File: src/rtl/ofmap_writeback_if.sv
// Row input and GLB write port of the ofmap writeback stage.
// master: the writeback stage; slave: the accumulator/GLB environment.
interface ofmap_writeback_if #(
   parameter int unsigned PE_SIZE    = 4,
   parameter int unsigned DATA_WIDTH = 8,
   parameter int unsigned ADDR_WIDTH = 10
);
   logic                            ofmap_valid;
   logic [DATA_WIDTH*PE_SIZE-1:0]   ofmap_row;
   logic                            glb_valid;
   logic                            glb_ready;
   logic [ADDR_WIDTH-1:0]           glb_addr;
   logic [DATA_WIDTH*PE_SIZE-1:0]   glb_wdata;

   modport master (
      input  ofmap_valid, ofmap_row, glb_ready,
      output glb_valid, glb_addr, glb_wdata
   );

   modport slave (
      output ofmap_valid, ofmap_row, glb_ready,
      input  glb_valid, glb_addr, glb_wdata
   );
endinterface

File: src/rtl/ofmap_writeback.sv
// ofmap_writeback: per-lane ReLU, small row FIFO and GLB writeback of one
// ofmap tile, with a tile FSM counting accepted and written rows.
module ofmap_writeback #(
   parameter int unsigned PE_SIZE    = 4,
   parameter int unsigned DATA_WIDTH = 8,
   parameter int unsigned ADDR_WIDTH = 10,
   parameter int unsigned BUF_DEPTH  = 4,
   parameter bit          RELU_EN    = 1'b1
) (
   input  logic                  clk,
   input  logic                  rst,
   input  logic                  start_i,
   input  logic [ADDR_WIDTH-1:0] base_addr_i,
   input  logic [ADDR_WIDTH-1:0] row_num_i,
   ofmap_writeback_if.master     wb,
   output logic                  busy_o,
   output logic                  done_o,
   output logic                  overflow_o
);
   localparam int unsigned ROW_W = DATA_WIDTH * PE_SIZE;
   localparam int unsigned PTR_W = $clog2(BUF_DEPTH);
   localparam int unsigned CNT_W = $clog2(BUF_DEPTH + 1);

   typedef enum logic [1:0] {S_IDLE, S_RUN, S_DONE} state_t;

   state_t                state_q;
   logic                  busy_q, done_q, overflow_q;
   logic [ADDR_WIDTH-1:0] base_q, rows_q;
   logic [ADDR_WIDTH-1:0] acc_q, acc_d;
   logic [ADDR_WIDTH-1:0] wr_q, wr_d;

   logic [ROW_W-1:0]      data_q [BUF_DEPTH];
   logic [ADDR_WIDTH-1:0] addr_q [BUF_DEPTH];
   logic [PTR_W-1:0]      wr_ptr_q, rd_ptr_q;
   logic [CNT_W-1:0]      cnt_q, cnt_d;

   logic [ROW_W-1:0]      relu_row;
   logic                  full, pop, push_req, push, drop_full, drop_any, last_xfer;

   // Clamp negative lanes to zero before they enter the buffer.
   always_comb begin
      relu_row = wb.ofmap_row;
      for (int unsigned k = 0; k < PE_SIZE; k++) begin
         if (RELU_EN && wb.ofmap_row[DATA_WIDTH*(PE_SIZE-k)-1])
            relu_row[DATA_WIDTH*(PE_SIZE-k)-1 -: DATA_WIDTH] = '0;
      end
   end

   // Push/pop/drop decisions and next values of the row counters.
   always_comb begin
      full      = (cnt_q == CNT_W'(BUF_DEPTH));
      pop       = (cnt_q != '0) && wb.glb_ready;
      push_req  = wb.ofmap_valid && (state_q == S_RUN) && (acc_q < rows_q);
      // A full buffer still takes a row when the head leaves in the same cycle.
      push      = push_req && (!full || pop);
      drop_full = push_req && full && !pop;
      drop_any  = wb.ofmap_valid && !push;
      last_xfer = pop && (state_q == S_RUN) && ((wr_q + ADDR_WIDTH'(1)) == rows_q);

      cnt_d = cnt_q;
      if (push && !pop)
         cnt_d = cnt_q + CNT_W'(1);
      else if (pop && !push)
         cnt_d = cnt_q - CNT_W'(1);

      acc_d = push_req ? acc_q + ADDR_WIDTH'(1) : acc_q;
      // A row lost to a full buffer consumes its address slot as if written,
      // so the tile still completes.
      wr_d  = (pop || drop_full) ? wr_q + ADDR_WIDTH'(1) : wr_q;
   end

   // Row FIFO; each entry keeps its own GLB address so a head that is waiting
   // on ready never changes address when later rows are dropped.
   always_ff @(posedge clk or posedge rst) begin
      if (rst) begin
         for (int unsigned i = 0; i < BUF_DEPTH; i++) begin
            data_q[i] <= '0;
            addr_q[i] <= '0;
         end
         wr_ptr_q <= '0;
         rd_ptr_q <= '0;
         cnt_q    <= '0;
      end else begin
         if (push) begin
            data_q[wr_ptr_q] <= relu_row;
            addr_q[wr_ptr_q] <= base_q + acc_q;
            wr_ptr_q         <= wr_ptr_q + PTR_W'(1);
         end
         if (pop)
            rd_ptr_q <= rd_ptr_q + PTR_W'(1);
         cnt_q <= cnt_d;
      end
   end

   // Tile FSM with registered busy/done/overflow.
   always_ff @(posedge clk or posedge rst) begin
      if (rst) begin
         state_q    <= S_IDLE;
         busy_q     <= 1'b0;
         done_q     <= 1'b0;
         overflow_q <= 1'b0;
         base_q     <= '0;
         rows_q     <= '0;
         acc_q      <= '0;
         wr_q       <= '0;
      end else begin
         case (state_q)
            S_IDLE: begin
               if (start_i) begin
                  base_q     <= base_addr_i;
                  rows_q     <= row_num_i;
                  acc_q      <= '0;
                  wr_q       <= '0;
                  overflow_q <= 1'b0;
                  busy_q     <= 1'b1;
                  if (row_num_i == '0) begin
                     state_q <= S_DONE;
                     done_q  <= 1'b1;
                  end else begin
                     state_q <= S_RUN;
                  end
               end
            end
            S_RUN: begin
               acc_q <= acc_d;
               wr_q  <= wr_d;
               if (last_xfer) begin
                  state_q <= S_DONE;
                  done_q  <= 1'b1;
               end
            end
            S_DONE: begin
               state_q <= S_IDLE;
               busy_q  <= 1'b0;
               done_q  <= 1'b0;
            end
            default: begin
               state_q <= S_IDLE;
               busy_q  <= 1'b0;
               done_q  <= 1'b0;
            end
         endcase
         // A row lost in the same cycle as a start still flags the new tile.
         if (drop_any)
            overflow_q <= 1'b1;
      end
   end

   assign wb.glb_valid = (cnt_q != '0);
   assign wb.glb_addr  = addr_q[rd_ptr_q];
   assign wb.glb_wdata = data_q[rd_ptr_q];
   assign busy_o       = busy_q;
   assign done_o       = done_q;
   assign overflow_o   = overflow_q;

endmodule

File: src/flat_wrapper.sv
// flat-port wrapper written by rule: the top's interface ports become plain ports
module ofmap_writeback_flat 
#(
   parameter int unsigned PE_SIZE    = 4,
   parameter int unsigned DATA_WIDTH = 8,
   parameter int unsigned ADDR_WIDTH = 10,
   parameter int unsigned BUF_DEPTH  = 4,
   parameter bit          RELU_EN    = 1'b1
)
  (clk, rst, start_i, base_addr_i, row_num_i, busy_o, done_o, overflow_o, wb_ofmap_valid, wb_ofmap_row, wb_glb_ready, wb_glb_valid, wb_glb_addr, wb_glb_wdata);
  ofmap_writeback_if #(.PE_SIZE(PE_SIZE), .DATA_WIDTH(DATA_WIDTH), .ADDR_WIDTH(ADDR_WIDTH)) wb_i ();
  input  logic clk;
  input  logic rst;
  input  logic start_i;
  input  logic [ADDR_WIDTH-1:0] base_addr_i;
  input  logic [ADDR_WIDTH-1:0] row_num_i;
  output logic busy_o;
  output logic done_o;
  output logic overflow_o;
  input wire logic [$bits(wb_i.ofmap_valid)-1:0] wb_ofmap_valid;
  input wire logic [$bits(wb_i.ofmap_row)-1:0] wb_ofmap_row;
  input wire logic [$bits(wb_i.glb_ready)-1:0] wb_glb_ready;
  output wire logic [$bits(wb_i.glb_valid)-1:0] wb_glb_valid;
  output wire logic [$bits(wb_i.glb_addr)-1:0] wb_glb_addr;
  output wire logic [$bits(wb_i.glb_wdata)-1:0] wb_glb_wdata;
  assign wb_i.ofmap_valid = wb_ofmap_valid;
  assign wb_i.ofmap_row = wb_ofmap_row;
  assign wb_i.glb_ready = wb_glb_ready;
  assign wb_glb_valid = wb_i.glb_valid;
  assign wb_glb_addr = wb_i.glb_addr;
  assign wb_glb_wdata = wb_i.glb_wdata;
  ofmap_writeback #(.PE_SIZE(PE_SIZE), .DATA_WIDTH(DATA_WIDTH), .ADDR_WIDTH(ADDR_WIDTH), .BUF_DEPTH(BUF_DEPTH), .RELU_EN(RELU_EN)) u_core (.clk(clk), .rst(rst), .start_i(start_i), .base_addr_i(base_addr_i), .row_num_i(row_num_i), .wb(wb_i), .busy_o(busy_o), .done_o(done_o), .overflow_o(overflow_o));
endmodule
File: config.mk
export PLATFORM = sky130hd
export DESIGN_NAME = ofmap_writeback_flat
export DESIGN_NICKNAME = d
export VERILOG_FILES = /design/src/rtl/ofmap_writeback_if.sv /design/src/rtl/ofmap_writeback.sv /design/src/flat_wrapper.sv
export SDC_FILE = /design/constraint.sdc
export NUM_CORES = 1
export LEC_CHECK = 0
export CORE_UTILIZATION = 57
export CTS_CLUSTER_SIZE = 8
export DETAILED_ROUTE_END_ITERATION = 8
export GPL_ROUTABILITY_DRIVEN = 0
export HOLD_SLACK_MARGIN = 0.08
export PLACE_DENSITY = 0.8
export SETUP_SLACK_MARGIN = 0.1
export SLEW_MARGIN = 20
export SYNTH_ARGS = -nofsm -noshare
export SYNTH_HDL_FRONTEND = slang
export SYNTH_SLANG_ARGS = --single-unit
File: constraint.sdc
create_clock -name clk -period 8.7 [get_ports clk]
set_input_delay 1.74 -clock clk [delete_from_list [all_inputs] [get_ports clk]]
set_output_delay 1.74 -clock clk [all_outputs]
set_load 0.05 [all_outputs]
==> metrics.md <==
| Metric | Value |
|---|---|
| Power density over cell area | `423 nW/um^2` |
| Die ar. | `17600 um^2` |
| Worst Skew | `12.2 ps` |
| DR iter-0 viols | `542` |
| DRC viols | `0` |
| Worst-Margin Slew | `1050 ps` |
| Worst Path Required | `6960 ps` |
| Avg Cell Area, Syn | `10.5 um^2` |
| CP Launch Type | `flop` |
| Rel. slew slack | `29.8%` |
| Tmin final | `4780 ps` |
| Post-synth EDFFs | `0` |
| Register area | `5110 um^2` |
| Pins Over Slew Limit | `0` |
| Most frequent cell after synthesis | `nand2_1` |
| Final setup fails | `0` |
| Synth Flop Type | `dfrtp_1` |
| Max incr delay on CP | `750 ps` |
| Dpl hpwl | `13.2 mm` |
| Die Y | `133 um` |
| Post-CTS Hold Fix Bufs | `0` |
| Setup WS pre-CTS | `4180 ps` |
| Post-route setup slack | `3920 ps` |
| Post-Synthesis Cells | `923` |
| Die width | `133 um` |
| Leakage dissipation | `5.13 nW` |
| WP buf/inv | `2` |
| Overflow after GRT | `0` |
| Max-cap viol count | `0` |
| Drt first pass iters | `5` |
| Sequential area share after synthesis | `52.5%` |
| Tcrit/Tclk final | `55.0%` |
| Routed Antenna Nets | `0` |
| # Post-CTS Setup Buffers | `0` |
| Total CTS buffers | `29` |
| Longest Clk Path Bufs | `3` |
| Tot GR Track Use | `25.7%` |
| Rows | `47` |
| Sum Neg Setup Slack | `0 ps` |
| Synth warn | `0` |
| Clock sinks | `204` |
| Final hold vios | `0` |
| Share of layout cells above drive strength 1 | `9.41%` |
| VDD IR-drop max | `0.299 mV` |
| Wire per inst | `17.5 um` |
| Worst-Skew Late Latency | `540 ps` |
| Status | `complete, no violations` |
| CTS tree | `yes` |
| Largest net degree at the start of global routing | `131` |
| Critical path data arrival time | `3040 ps` |
| Post-Route WL | `21.5 mm` |
| First-pass GRT wire length | `36.4 mm` |
| Worst-path clk slew | `50 ps` |
| Area share of the largest cell type after synthesis | `52.5%` |
| Starting density of the core | `58.6%` |
| Vias/cell | `5.83` |
| Critical-path cell list | `buf_4 -> mux4_2 -> clkdlybuf4s50_1` |
| Commonest cells post-synth | `208 x nand2_1, 204 x dfrtp_1, 173 x o21ai_0, 38 x mux4_2` |
| Vias | `7170` |
| Crit end category | `primary output` |
| Core area | `16600 um^2` |
| Diodes inserted | `0` |
| Crit path max-delay family | `buffers and inverters` |
| Async SR Flop Fraction | `100%` |
| Multi-input logic area | `4300 um^2` |
| Clock Tree Root | `clkbuf_16` |
| Crit-path max FO | `32` |
| Cell type with the largest total area after synthesis | `dfrtp_1` |
| H-tree levels | `1` |
| Unrepaired setup endpoints after global routing | `false` |
| Syn Std Cell Area | `9720 um^2` |
| CP Class | `reg -> out` |
| Yosys reg bits | `204` |
| Cell variety after synth | `57` |
| Fill cell count | `1230` |
| Post-CTS Resized | `0` |
| Initial antenna violation count | `0` |
| Fin util | `69.9%` |
| Synth top area cells | `dfrtp_1 53%, o21ai_0 8.9%, mux4_2 8.8%` |
| Ports | `103` |
| Area added between synthesis and finish | `19.2%` |
| CP max-delay cell | `clkdlybuf4s50_1` |
| PortBufs | `98` |
| Hold Crit Class | `reg -> reg` |
| Vias in the first global route | `7273` |
| Final layout net count | `1092` |
| Fmax | `0.209 GHz` |
==> worst paths after layout <==
| path | startpoint | to | slack, ps | cells past startpoint |
|---|---|---|---|---|
| max reg2reg | u_core.acc_q[7] | u_core.cnt_q[2] | 5410 | 12 |
| min | u_core.addr_q[29] | u_core.addr_q[29] | 480 | 2 |
| min in group asynchronous | rst | u_core.data_q[92] | 1820 | 2 |
| max | u_core.rd_ptr_q[0] | wb_glb_addr[1] | 3920 | 3 |
| max in group asynchronous | rst | u_core.rd_ptr_q[1] | 5380 | 3 |
| min reg2reg | u_core.addr_q[29] | u_core.addr_q[29] | 480 | 2 |
==> per-stage QoR <==
stage / hold WS, ps / total power [mW] / area, um^2 / cells
after floorplan: 445 / 3.26 / 9730 / 926
after global placement: 456 / 3.80 / 10800 / 1197
after detailed placement: 466 / 3.89 / 10800 / 1197
after CTS: 477 / 4.92 / 11600 / 1230
after global routing: 495 / 5.19 / 11600 / 1230
final: 476 / 4.90 / 11600 / 1230
==> worst reg2reg max path, stage by stage (launching register included) <==
cell      delay [ps]
dfrtp_1          450
ha_1             350
a211oi_2         190
nor2_1           100
nor4_4           340
o21ai_2          280
nor2_1           350
ha_1             240
inv_1             60
fa_1             370
xor2_1           170
nor2_1           130
xor2_1           180
==> flip-flops by register name (all words and copies together) (netlist names), 2 cells and up <==
signal	cells
u_core.data_q	112
u_core.addr_q	40
u_core.acc_q	10
u_core.base_q	10
u_core.rows_q	10
u_core.wr_q	10
u_core.cnt_q	3
u_core.rd_ptr_q	2
u_core.state_q	2
u_core.wr_ptr_q	2
==> cell type report <==
type                    instances  share of cell area (%)
clock inverters                 2                   0.432
flip-flops and latches        204                    44.1
well taps                     220                    2.38
inverters                      21                   0.745
clock buffers                  31                    6.33
multi-input cells             647                    37.1
repair buffers                105                    8.92
==> kinds of logic (layout without fill, tap and decap cells) <==
kind of cell | Yosys count | after routing | share of synthesized area, %
AOI/OAI and AO/OA | 234 | 234 | 13.7
other | 1 | 4 | 0.0386
muxes | 47 | 47 | 9.83
and+or+nand+nor | 303 | 303 | 14.1
xor gates and xnor gates | 32 | 32 | 2.88
adders and majority gates | 27 | 27 | 3.63
DFF | 204 | 204 | 52.5
buffers and inverters | 75 | 159 | 3.32
==> placed cells by master (no fill, tap or decap), types with 17 or more instances in the layout <==
master,Yosys,routed
clkbuf_16,0,29
clkdlybuf4s50_1,0,98
dfrtp_1,204,202
ha_1,25,25
inv_1,20,19
mux4_2,38,38
nand2_1,208,208
nand2b_1,29,29
nor2_1,17,17
o21ai_0,173,173
xor2_1,17,17
==> per-layer routing <==
metal	GRT usage, %	routed length, um
met2	41.4	10300
met1	37.2	9800
met4	7.02	438
met3	3.45	970
met5	0	0
==> report_power, final <==
part / switching (mW) / internal [mW]
logic: 1.35 / 0.872
clock network: 0.387 / 0.617
registers: 0.317 / 1.36
(Power assumes the default switching activity.)
